==> config.mk <==
export PLATFORM = sky130hd
export DESIGN_NAME = regfile_host_port
export DESIGN_NICKNAME = d
export VERILOG_FILES = /design/src/rtl/regfile_host_port_pkg.sv /design/src/rtl/regfile_host_port_sat_counter16.sv /design/src/rtl/regfile_host_port.sv
export SDC_FILE = /design/constraint.sdc
export NUM_CORES = 1
export LEC_CHECK = 0
export CAP_MARGIN = 30
export CORE_MARGIN = 8
export CORE_UTILIZATION = 44
export CTS_BUF_LIST = sky130_fd_sc_hd__clkbuf_16
export CTS_CLUSTER_DIAMETER = 60
export DETAILED_ROUTE_END_ITERATION = 6
export PLACE_DENSITY = 0.81
export SETUP_SLACK_MARGIN = 0.02
export SLEW_MARGIN = 0
export SYNTH_ARGS = -nofsm -noshare
export SYNTH_HDL_FRONTEND = slang
export SYNTH_HIERARCHICAL = 1
export SYNTH_SLANG_ARGS = --single-unit
==> constraint.sdc <==
create_clock -name clk -period 2.5 [get_ports clk]
set_input_delay 0.5 -clock clk [delete_from_list [all_inputs] [get_ports clk]]
set_output_delay 0.5 -clock clk [all_outputs]
set_load 0.05 [all_outputs]
==> src/rtl/regfile_host_port_pkg.sv <==
// Shared definitions for the register-file host port: FSM encoding and widths.
package regfile_host_port_pkg;

    localparam int DATA_W_DEF = 64;
    localparam int ADDR_W_DEF = 5;
    localparam int STALL_W    = 16;

    typedef enum logic [1:0] {
        ST_IDLE  = 2'd0,
        ST_WRITE = 2'd1,
        ST_READ  = 2'd2,
        ST_RESP  = 2'd3
    } state_t;

endpackage

==> src/rtl/regfile_host_port_sat_counter16.sv <==
// Saturating up-counter with async active-low clear; holds at all-ones.
module sat_counter16
    import regfile_host_port_pkg::*;
#(
    parameter int W = STALL_W
) (
    input  logic         clk,
    input  logic         rst_n,
    input  logic         inc,
    output logic [W-1:0] cnt
);

    always_ff @(posedge clk or negedge rst_n) begin
        if (!rst_n)
            cnt <= '0;
        else if (inc && (cnt != '1))
            cnt <= cnt + 1'b1;
    end

endmodule

==> src/rtl/regfile_host_port.sv <==
// Host request/response port onto a register-file side port, stalling on
// collisions with the pipeline write port.
module regfile_host_port
    import regfile_host_port_pkg::*;
#(
    parameter int DATA_W = DATA_W_DEF,
    parameter int ADDR_W = ADDR_W_DEF
) (
    input  logic               clk,
    input  logic               reset_n,
    input  logic               req_valid,
    output logic               req_ready,
    input  logic               req_wr,
    input  logic [ADDR_W-1:0]  req_addr,
    input  logic [DATA_W-1:0]  req_wdata,
    output logic               rsp_valid,
    input  logic               rsp_ready,
    output logic [DATA_W-1:0]  rsp_rdata,
    output logic               rsp_err,
    output logic [ADDR_W-1:0]  swaddr,
    output logic [DATA_W-1:0]  swdata,
    output logic               swena,
    input  logic [DATA_W-1:0]  dff,
    input  logic               pipe_wena,
    input  logic [ADDR_W-1:0]  pipe_waddr,
    output logic [STALL_W-1:0] stall_cnt
);

    state_t              state, state_nxt;
    logic [ADDR_W-1:0]   lat_addr;
    logic [DATA_W-1:0]   lat_wdata;
    logic                rdy_q;
    logic [DATA_W-1:0]   rdata_q, rdata_nxt;
    logic                err_q, err_nxt;
    logic                stall_inc;
    logic                coll, addr_zero, accept;

    assign coll      = pipe_wena && (pipe_waddr == lat_addr);
    assign addr_zero = (lat_addr == '0);
    // Ready is registered so it reads 0 throughout reset and rises on the
    // first edge after release.
    assign req_ready = rdy_q;
    assign accept    = (state == ST_IDLE) && req_valid && rdy_q;
    assign rsp_valid = (state == ST_RESP);
    assign rsp_rdata = rdata_q;
    assign rsp_err   = err_q;

    always_comb begin
        state_nxt = state;
        swaddr    = '0;
        swdata    = '0;
        swena     = 1'b0;
        stall_inc = 1'b0;
        rdata_nxt = rdata_q;
        err_nxt   = err_q;
        case (state)
            ST_IDLE: begin
                if (accept)
                    state_nxt = req_wr ? ST_WRITE : ST_READ;
            end
            ST_WRITE: begin
                swaddr = lat_addr;
                swdata = lat_wdata;
                // Register 0 is read-only: reject before looking at collisions.
                if (addr_zero) begin
                    state_nxt = ST_RESP;
                    rdata_nxt = '0;
                    err_nxt   = 1'b1;
                end else if (coll) begin
                    stall_inc = 1'b1;
                end else begin
                    swena     = 1'b1;
                    state_nxt = ST_RESP;
                    rdata_nxt = lat_wdata;
                    err_nxt   = 1'b0;
                end
            end
            ST_READ: begin
                swaddr = lat_addr;
                if (coll) begin
                    stall_inc = 1'b1;
                end else begin
                    state_nxt = ST_RESP;
                    rdata_nxt = dff;
                    err_nxt   = 1'b0;
                end
            end
            ST_RESP: begin
                if (rsp_ready)
                    state_nxt = ST_IDLE;
            end
            default: state_nxt = ST_IDLE;
        endcase
    end

    always_ff @(posedge clk or negedge reset_n) begin
        if (!reset_n) begin
            state     <= ST_IDLE;
            rdy_q     <= 1'b0;
            lat_addr  <= '0;
            lat_wdata <= '0;
            rdata_q   <= '0;
            err_q     <= 1'b0;
        end else begin
            state   <= state_nxt;
            rdy_q   <= (state_nxt == ST_IDLE);
            rdata_q <= rdata_nxt;
            err_q   <= err_nxt;
            if (accept) begin
                lat_addr  <= req_addr;
                lat_wdata <= req_wdata;
            end
        end
    end

    sat_counter16 #(.W(STALL_W)) u_stall_cnt (
        .clk   (clk),
        .rst_n (reset_n),
        .inc   (stall_inc),
        .cnt   (stall_cnt)
    );

endmodule
==> qor.txt <==
WP data required: 2.00 ns
Vias per cell: 5.30
Core area: 16500 um2
Drt first pass iters: 4
Crit path time final: 2.39 ns
Total power: 17900 uW
Initial antenna violation count: 2
Clk_lat worst skew: 0.41 ns
Post-Place Cell Area: 11200 um2
Vias in the first global route: 6444
Top-area cell type share of the netlist area: 51.8%
Top post-synthesis cells by area: dfrtp_1 (52%), mux2_2 (11%), mux2i_1 (8.7%), o2bb2ai_1 (6.0%), and2_1 (5.8%)
Clock root buffer: clkbuf_16
Largest net degree at the start of global routing: 69
Mapped cell area: 7390 um2
Chip Width: 146 um
Clock-pin slew on the worst setup and hold paths: 0.06 ns
Synthesis-to-layout area growth: 60.3%
RSZ-0062 raised after global routing: no
Clock skew: 0.00788 ns
# setup viols final: 0
Pins over their slew limit: 0
Worst Setup End Kind: output port
Die area: 21200 um2
Post-synth top area cell: dfrtp_1
Vias: 5811
Total global routing overflow: 0
GRT Overall Usage: 22.2%
Critical path startpoint category: flop
Non-Filler Instances: 1096
Dpl ws: -0.258 ns
R2r endpoint: u_stall_cnt/cnt[7]$_DFFE_PN0P_
PwrDens: 1510 nW/um2
Rows: 47
Primary FF master, synth: dfrtp_1
Multi-input logic area: 3350 um2
H-tree Lvls: 4
Antenna Violating Nets Remaining: 0
Sequential cell area: 3830 um2
Syn nets: 707
HP Class: flop to flop
Max Fclk: 0.419 GHz
Register bit total from synthesis: 153
Hold Startpoint: rsp_rdata[63]$_DFFE_PN0P_
Initial Util: 44.7%
TritonCTS clock tree: built
Post-DP HPWL: 17.6 mm
Library cells used by synthesis: 48
Commonest non-fill, non-tap cell in the layout: clkdlybuf4s50_1
Crit share post-route: 95.6%
Die Y-Extent: 146 um
Final setup margin: 0.111 ns
Least-Margin Pin Slew: 0.802 ns
Placer Congestion: 0.866
Register area share after synthesis: 51.8%
Critical path's slowest cell: or4_4
I/O Buffers: 296
Synth warn: 6
WL final: 23.7 mm
Share of cells above drive strength 1: 26.0%
CP max FO: 4
Crit path kind: flop to output port
Leak: 0.00493 uW
Postcts setup bufs: 0
Largest stage delay, worst path: 0.59 ns
1st-iter DRT viols: 290
Num Clock Sinks: 153
Mean post-synth cell area: 13.3 um2
I/O pin total: 297
Post-layout instance area: 11900 um2
Setup tns final: 0 ns
Cell Chain, Critical Path: or4_4 > o21ai_2 > nor2_1 > buf_4
Final hold viol count: 0
Worst-case reg-to-reg path depth: 8
R2R setup slack: 0.18 ns
Synth Instances: 558
Slew HR: 46.5%
Inserted Clock Buffers: 17
Placed Cells: 1060
First-pass GRT wire length: 37.3 mm
Hold Path Sink: rsp_rdata[63]$_DFFE_PN0P_
R2R Path Start: lat_addr[0]$_DFFE_PN0P_
Post-DR wirelength/cell: 21.6 um
Arr. time, crit path: 1.89 ns
Final #Nets: 1010
Async set-reset flop share out of synthesis: 100%
Fillers: 1116
Post-synth EDFFs: 0
Most frequent cells in the layout: clkdlybuf4s50_1 (224), dfrtp_1 (153), and2_1 (69), mux2_2 (69), mux2i_1 (64)
Outcome: complete, no violations
Remaining DRCs: 0
Hold depth: 1
CTS max path bufs: 2
# Max-Cap Violations: 0
Max VDD drop: 0.764 mV
-- cell type report --
| type | count | area share (%) |
|---|---|---|
| sequential | 153 | 32.3 |
| clock inverter | 15 | 1.55 |
| tap | 220 | 2.32 |
| inverter | 3 | 0.0950 |
| timing repair buffer | 320 | 31.8 |
| clock buffer | 17 | 3.59 |
| multi-input combinational | 366 | 28.3 |
| antenna | 2 | 0.0422 |
-- worst max-delay path: cells and delay by family, from the launching register on --
family	cells	cell delay, ns
AOI/OAI and AO/OA	1	0.21
DFF	1	0.42
and+or+nand+nor	2	0.65
buffers and inverters	1	0.19
-- flip-flops by register name (all words and copies together), names as in the netlist --
register / cells
lat_wdata: 64
rsp_rdata: 64
u_stall_cnt/cnt: 16
lat_addr: 5
state: 2
req_ready: 1
rsp_err: 1
-- how the worst max path moves through the flow --
| stage | start | to | slack [ns] | cells past startpoint |
|---|---|---|---|---|
| after global placement | pipe_waddr[4] | u_stall_cnt/cnt[14]$_DFFE_PN0P_ | -0.18 | 9 |
| after floorplan | pipe_waddr[0] | u_stall_cnt/cnt[15]$_DFFE_PN0P_ | 0.18 | 8 |
| after CTS | state[1]$_DFF_PN0_ | swena | 0.04 | 6 |
| after global routing | state[1]$_DFF_PN0_ | swena | 0.03 | 6 |
| final | lat_addr[0]$_DFFE_PN0P_ | swena | 0.11 | 4 |
| after detailed placement | pipe_waddr[3] | u_stall_cnt/cnt[14]$_DFFE_PN0P_ | -0.26 | 9 |
-- cells in the mapped netlist, types with 2 or more instances --
| cell | count |
|---|---|
| dfrtp_1 | 153 |
| and2_1 | 69 |
| mux2_2 | 69 |
| mux2i_1 | 64 |
| o2bb2ai_1 | 51 |
| clkbuf_1 | 18 |
| o2bb2ai_2 | 13 |
| buf_6 | 12 |
| nor2_1 | 12 |
| nand4_1 | 9 |
| xnor2_1 | 9 |
| nand3_1 | 7 |
| buf_2 | 6 |
| nand2_1 | 6 |
| a21oi_1 | 5 |
| ha_1 | 5 |
| o21a_1 | 4 |
| a31oi_1 | 3 |
| and3_1 | 3 |
| inv_1 | 3 |
| o21ai_0 | 3 |
| a41oi_1 | 2 |
| and4_1 | 2 |
| mux2_4 | 2 |
| nand3_2 | 2 |
| nand3_4 | 2 |
| nand4_4 | 2 |
| xor2_1 | 2 |
-- kinds of logic (layout without fill, tap and decap cells) --
logic type | count (synthesis) | in the layout | share of synthesized area [%]
AOI/OAI and AO/OA | 90 | 90 | 11.8
buffers and inverters | 39 | 355 | 3.30
and+or+nand+nor | 124 | 124 | 11.2
adders and majority gates | 5 | 5 | 0.846
muxes | 135 | 135 | 19.6
other | 0 | 2 | 0
xor gates and xnor gates | 12 | 12 | 1.52
DFF | 153 | 153 | 51.8
-- through the flow --
step           utilization, %  hold slack, ns
3_3_place_gp             67.8           0.421
2_1_floorplan               -           0.204
3_5_place_dp             67.8           0.427
5_1_grt                  71.7           0.498
6_report                 71.7           0.488
4_1_cts                  71.6           0.492
-- power breakdown --
group	internal, uW	switching (uW)
Sequential	3570	773
Clock	1650	1000
Combinational	4550	6320
-- repair_timing --
| action | in CTS | in global routing |
|---|---|---|
| hold buffers | 1 | 0 |
| gates resized for setup | 0 | 0 |
| hold endpoints to repair | 20 | 0 |
| endpoints found under the setup margin | 0 | 4 |
-- layer usage --
layer | up-vias | part of all wire, % | global-route usage (%) | routed length (um)
li1 | 2646 | - | - | -
met1 | 2861 | 39 | 24.6 | 9210
met2 | 258 | 50 | 37.7 | 11900
met3 | 46 | 8.1 | 8.40 | 1930
met4 | 0 | 2.7 | 9.21 | 652
met5 | - | 0 | 0 | 0
Power figures use the tool's default switching activity.
